==> src/rtl/whac_pkg.sv <==
// Shared hole-state type and edge-detection mode constants for the hit judge.
package whac_pkg;

  typedef enum logic {
    Idle,
    Up
  } hole_state_e;

  localparam int unsigned EDGE_TOGGLE = 0;
  localparam int unsigned EDGE_RISE   = 1;

endpackage

==> src/rtl/mole_timer.sv <==
// One hole: IDLE/UP state, lifetime countdown, and spawn/strike/expiry resolution.
module mole_timer
  import whac_pkg::*;
#(
  parameter int unsigned LIFE_W = 24
) (
  input  logic              clk,
  input  logic              rst_n,
  input  logic              enable_i,
  input  logic              spawn_i,
  input  logic [LIFE_W-1:0] life_i,
  input  logic              strike_i,
  output logic              up_o,
  output logic              up_next_o,
  output logic              hit_o,
  output logic              expire_o
);

  hole_state_e       state_q, state_d;
  logic [LIFE_W-1:0] life_q, life_d;
  logic              last_cycle;

  assign last_cycle = (life_q <= LIFE_W'(1));

  // Strike is judged on the current state; a same-cycle spawn still leaves the hole up.
  always_comb begin
    state_d  = state_q;
    life_d   = life_q;
    hit_o    = 1'b0;
    expire_o = 1'b0;
    if (!enable_i) begin
      state_d = Idle;
      life_d  = '0;
    end else begin
      hit_o = strike_i && (state_q == Up);
      if (spawn_i) begin
        state_d = Up;
        life_d  = (life_i == '0) ? LIFE_W'(1) : life_i;
      end else if (hit_o) begin
        state_d = Idle;
        life_d  = '0;
      end else if (state_q == Up) begin
        if (last_cycle) begin
          state_d  = Idle;
          life_d   = '0;
          expire_o = 1'b1;
        end else begin
          life_d = life_q - LIFE_W'(1);
        end
      end
    end
  end

  always_ff @(posedge clk or negedge rst_n) begin
    if (!rst_n) begin
      state_q <= Idle;
      life_q  <= '0;
    end else begin
      state_q <= state_d;
      life_q  <= life_d;
    end
  end

  assign up_o      = (state_q == Up);
  assign up_next_o = (state_d == Up);

endmodule

==> src/rtl/hit_judge.sv <==
// Whac-a-mole judge: synchronises switches, resolves strikes per hole, and keeps
// miss lockout, streak and best-streak bookkeeping.
module hit_judge
  import whac_pkg::*;
#(
  parameter int unsigned NUM_HOLES      = 18,
  parameter int unsigned LIFE_W         = 24,
  parameter int unsigned EDGE_MODE      = 0,
  parameter int unsigned LOCKOUT_CYCLES = 1000,
  parameter int unsigned STREAK_W       = 8
) (
  input  logic                 clk,
  input  logic                 rst_n,
  input  logic                 game_in_progress_i,
  input  logic [NUM_HOLES-1:0] spawn_i,
  input  logic [LIFE_W-1:0]    mole_life_i,
  input  logic [NUM_HOLES-1:0] switches_i,
  output logic [NUM_HOLES-1:0] leds_o,
  output logic                 hit_o,
  output logic                 full_clear_hit_o,
  output logic                 miss_o,
  output logic                 expired_o,
  output logic [STREAK_W-1:0]  streak_o,
  output logic [STREAK_W-1:0]  best_streak_o,
  output logic                 locked_o
);

  localparam int unsigned CntW  = $clog2(NUM_HOLES + 1);
  localparam int unsigned SumW  = ((STREAK_W > CntW) ? STREAK_W : CntW) + 1;
  localparam int unsigned LockW = (LOCKOUT_CYCLES == 0) ? 1 : $clog2(LOCKOUT_CYCLES + 1);

  logic [NUM_HOLES-1:0] sync1_q, sync2_q, hist_q;
  logic [NUM_HOLES-1:0] strike_raw, strike_eff;
  logic [NUM_HOLES-1:0] up, up_next, hit_vec, expire_vec;
  logic [LockW-1:0]     lockout_q, lockout_d;
  logic [STREAK_W-1:0]  streak_q, streak_d, best_q, best_d;
  logic [CntW-1:0]      hit_cnt;
  logic [SumW-1:0]      sum;
  logic                 lock_active, hit_ev, miss_ev, exp_ev, full_clear_ev;
  logic                 hit_q, full_clear_q, miss_q, expired_q;

  // Edge history keeps running even when idle or locked so no phantom strikes appear.
  always_ff @(posedge clk or negedge rst_n) begin
    if (!rst_n) begin
      sync1_q <= '0;
      sync2_q <= '0;
      hist_q  <= '0;
    end else begin
      sync1_q <= switches_i;
      sync2_q <= sync1_q;
      hist_q  <= sync2_q;
    end
  end

  assign strike_raw  = (EDGE_MODE == EDGE_RISE) ? (sync2_q & ~hist_q) : (sync2_q ^ hist_q);
  assign lock_active = (lockout_q != '0);
  assign strike_eff  = (game_in_progress_i && !lock_active) ? strike_raw : '0;

  for (genvar g = 0; g < NUM_HOLES; g++) begin : g_hole
    mole_timer #(
      .LIFE_W(LIFE_W)
    ) u_mole_timer (
      .clk      (clk),
      .rst_n    (rst_n),
      .enable_i (game_in_progress_i),
      .spawn_i  (spawn_i[g]),
      .life_i   (mole_life_i),
      .strike_i (strike_eff[g]),
      .up_o     (up[g]),
      .up_next_o(up_next[g]),
      .hit_o    (hit_vec[g]),
      .expire_o (expire_vec[g])
    );
  end

  always_comb begin
    hit_cnt = '0;
    for (int unsigned i = 0; i < NUM_HOLES; i++) begin
      hit_cnt = hit_cnt + CntW'(hit_vec[i]);
    end
  end

  assign miss_ev       = |(strike_eff & ~up);
  assign hit_ev        = |hit_vec;
  assign exp_ev        = |expire_vec;
  assign full_clear_ev = hit_ev && !(|up_next);
  assign sum           = SumW'(streak_q) + SumW'(hit_cnt);

  always_comb begin
    lockout_d = lockout_q;
    streak_d  = streak_q;
    if (!game_in_progress_i) begin
      lockout_d = '0;
      streak_d  = '0;
    end else begin
      if (miss_ev) begin
        lockout_d = LockW'(LOCKOUT_CYCLES);
      end else if (lock_active) begin
        lockout_d = lockout_q - LockW'(1);
      end
      // A miss or expiry in the same cycle as hits still breaks the streak.
      if (miss_ev || exp_ev) begin
        streak_d = '0;
      end else if (|sum[SumW-1:STREAK_W]) begin
        streak_d = '1;
      end else begin
        streak_d = sum[STREAK_W-1:0];
      end
    end
    best_d = (streak_d > best_q) ? streak_d : best_q;
  end

  always_ff @(posedge clk or negedge rst_n) begin
    if (!rst_n) begin
      lockout_q    <= '0;
      streak_q     <= '0;
      best_q       <= '0;
      hit_q        <= 1'b0;
      full_clear_q <= 1'b0;
      miss_q       <= 1'b0;
      expired_q    <= 1'b0;
    end else begin
      lockout_q    <= lockout_d;
      streak_q     <= streak_d;
      best_q       <= best_d;
      hit_q        <= hit_ev;
      full_clear_q <= full_clear_ev;
      miss_q       <= miss_ev;
      expired_q    <= exp_ev;
    end
  end

  assign leds_o           = up;
  assign hit_o            = hit_q;
  assign full_clear_hit_o = full_clear_q;
  assign miss_o           = miss_q;
  assign expired_o        = expired_q;
  assign streak_o         = streak_q;
  assign best_streak_o    = best_q;
  assign locked_o         = lock_active;

endmodule
==> config.mk <==
export PLATFORM = sky130hd
export DESIGN_NAME = hit_judge
export DESIGN_NICKNAME = d
export VERILOG_FILES = /design/src/rtl/whac_pkg.sv /design/src/rtl/mole_timer.sv /design/src/rtl/hit_judge.sv
export SDC_FILE = /design/constraint.sdc
export NUM_CORES = 2
export LEC_CHECK = 0
export ABC_AREA = 1
export BUFFER_PORTS_ARGS = -buffer_cell sky130_fd_sc_hd__buf_2
export CAP_MARGIN = 20
export CORE_UTILIZATION = 34
export DETAILED_ROUTE_END_ITERATION = 8
export SLEW_MARGIN = 40
export SYNTH_ARGS = -nofsm -noshare
export SYNTH_HDL_FRONTEND = slang
export SYNTH_SLANG_ARGS = --single-unit
==> constraint.sdc <==
create_clock -name clk -period 20.1 [get_ports clk]
set_input_delay 6.03 -clock clk [delete_from_list [all_inputs] [get_ports clk]]
set_output_delay 6.03 -clock clk [all_outputs]
set_load 0.02 [all_outputs]
==> impl_metrics.toml <==
[pwr]
comb_power_share_pct = 27.5
power-per-cell-area_mw_per_mm2 = 88.50
p_switching_mw = 1.309
ir_drop_uv = 66.71
p_clk_share_pct = 36.0
leakage_nw = 18.26
p_seq_share_pct = 36.4
p_total_mw = 3.591
p_int_mw = 2.282
p_sw_share_pct = 36.45

[logic_synthesis]
yosys_warnings = 0
synth.avg_cell_area_sq_um = 7.122
ys_seq_area_share_pct = 36.71
synth-compound-area-share_pct = 21.15
synth_xor_area_share_pct = 6.473
synthSimpleGateAreaFrac_pct = 23.88
synth_top_family_by_area = "simple AND/OR/NAND/NOR gates"
ys_ff_latch = 534
synth_ff_type = "dfrtp_1"
synthAdderAreaFrac_pct = 2.743
syn_inst = 5111
synth_mux_area_share_pct = 0
synth_enable_flop_cells = 0
syn-cell-area_sq_mm = 0.03640
ys_types = 50
async_flop_share_pct = 100.0
syn_nets = 5246

[sta]
fin_skew_ps = 16.44
drv_slew = 0
holdWs_ps = 344.8
max_slew_margin_pct = 36.34
hold_viol_final = 0
fin_crit_ps = 13210
tightest_slew_ps = 954.8
tns_ps = 0
setup_viol = 0
fin_crit_sh_pct = 65.72
fmax_mhz = 75.71
rsz0062_at_grt = "no"

[die]
start_util_pct = 34.43
io-pin-count = 102
row_count = 119
die_w_um = 329.2
die_area_sq_mm = 0.1084
fp.dieH_um = 329.2
fp.coreArea_sq_mm = 0.1057

[hold_path]
hp-class = "register to register"
hp-start = "sync1_q[15]$_DFF_PN0_"

[clocking]
cts_setup_buffers = 0
cts_buffer_depth = 3
cts_resized = 0
clk_pin_slew_ps = 60
ctsHoldBuffers = 0
numCtsBuffers = 70
tritoncts = "built"
clkLatencyLatePin_ps = 630
clock_tree.root_cell = "clkbuf_16"
h-tree-depth = 3
cts_sinks = 534

[worst_setup_path]
end_kind = "register"
rr_startpoint = "lockout_q[0]$_DFFE_PN0P_"
critical_path_class = "input port to register"
setup.worst_path.start = "game_in_progress_i"
crit_arrival_ps = 13710
start_kind = "input port"
path_max_fanout = 57
critPathMaxStageDelay_ps = 590
required_ps = 20600
slowest_stage = "fa_1"

[finish]
drive_above_1_share_pct = 6.357
syn_to_final_growth_pct = 11.48
layout.nets = 5249
fin_area_sq_mm = 0.04058
final_core_util_pct = 38.39
n_fill_cell = 11010

[placement]
post_dp_cell_area_sq_mm = 0.03823
hpwl_um = 88670
io_buffers = 101
gp_congestion = 0.9573

[global_routing]
track_usage_pct = 24.75
grt_pass1_vias = 34236
grt_max_degree = 135
grt_pass1_wl_um = 208100
grt_antenna_before_repair = 6
overflow = 0

[flow_run]
cap_violations = 0

[outcome]
violations = "design-rule violations"
status = "finished with violations"

[detailed_routing]
ant_nets = 0
drcViolationCount = 8
drt_pass1_iterations = 8
vias_per_cell = 5.546
wl_um = 135000
vias = 36352
avgRoutedWirePerCell_um = 20.59
drt_iter0_drc = 3990
## per-stage QoR
step | cells | setup slack (ps)
global route | 6552 | 6383
detailed placement | 6432 | 6388
global placement | 6430 | 6479
floorplan | 5111 | 7700
finish | 6555 | 6891
CTS | 6550 | 6956
## final timing paths
path / to / slack, ps / cells after the start
setup / recovery: best_streak_o[4]$_DFFE_PN0N_ / 6890 / 31
hold / removal: sync2_q[15]$_DFF_PN0_ / 340 / 0
setup reg to reg: best_streak_o[4]$_DFFE_PN0N_ / 11500 / 33
hold reg to reg: sync2_q[15]$_DFF_PN0_ / 340 / 0
max in group asynchronous: g_hole[8].u_mole_timer.life_q[6]$_DFFE_PN0P_ / 12810 / 4
min in group asynchronous: g_hole[2].u_mole_timer.life_q[18]$_DFFE_PN0P_ / 5360 / 1
## cells by family after synthesis
group	count (synthesis)
XOR/XNOR	269
AND/OR/NAND/NOR	2061
buffers and inverters	840
adder cells (fa/ha/maj)	72
flip-flops	534
AO/OA/AOI/OAI	1335
## cell usage in the layout, fill, tap and decap left out, types with 83 or more instances in the layout
cell type and n:
nand2_1 825, nor2_1 737, o21ai_0 682, inv_1 589, dfrtp_1 534, o211ai_1 278
nand3_1 236, xor2_1 236, a21oi_1 156, buf_2 99, nand4_1 86, nor3_1 83
## metal layers
layer  global-route usage [%]  share of wire [%]  up-vias
met4                    9.803                3.9        2
li1                         -                  -    17121
met5                        0             0.0096        -
met3                    3.691                7.8      233
met1                    35.22                 45    17621
met2                    37.51                 43     1375
## final cells by class
class                      count  area, sq um  area share, %
tap                         1391         1740          4.289
clock buffer                  97         2027          4.995
multi-input combinational   3737        19800          48.78
timing repair buffer         164         1087          2.679
clock inverter                21        275.3         0.6783
antenna                        4        10.01        0.02467
sequential                   534        13360          32.93
inverter                     607         2281          5.621
## registers in the layout, indices dropped and copies added (netlist names)
register and flops:
miss_o 1, hit_o 1, full_clear_hit_o 1, lockout_q 10, g_hole.u_mole_timer.life_q 432, sync1_q 18
expired_o 1, hist_q 18, best_streak_o 8, streak_o 8, g_hole.u_mole_timer.up_o 18, sync2_q 18
## worst max-delay path, delay by kind of cell
kind,cells,cell delay (ps)
AO/OA/AOI/OAI,3,950
buffers and inverters,6,1320
AND/OR/NAND/NOR,14,1610
adder cells (fa/ha/maj),8,3730
## power by group through the flow
stage,logic (mW),registers [mW],clock network (mW)
floorplan,0.706,1.30,0
finish,0.988,1.31,1.29
CTS,0.976,1.31,1.32
global route,1.11,1.32,1.36
detailed placement,0.969,1.32,0
global placement,0.956,1.32,0
## synth_stat cells, drive strengths merged (8+ instances only)
cell,n,area [sq um]
o22ai,74,462.9
xnor2,33,289.0
a32o,24,240.2
nor3,89,481.7
clkbuf,160,601.8
o31ai,15,112.6
nand2,834,3153
o21ai,746,3734
a21oi,156,780.8
nand4,87,550.5
nor2,758,2930
xor2,236,2067
buf,73,411.7
o211ai,278,2087
nand3,240,1229
inv,602,2260
nand3b,8,60.06
fa,13,260.3
nor4,34,212.7
ha,59,738.2
a31oi,31,193.9
dfrtp,534,13360
No activity file was read; power rests on OpenSTA's default activity.
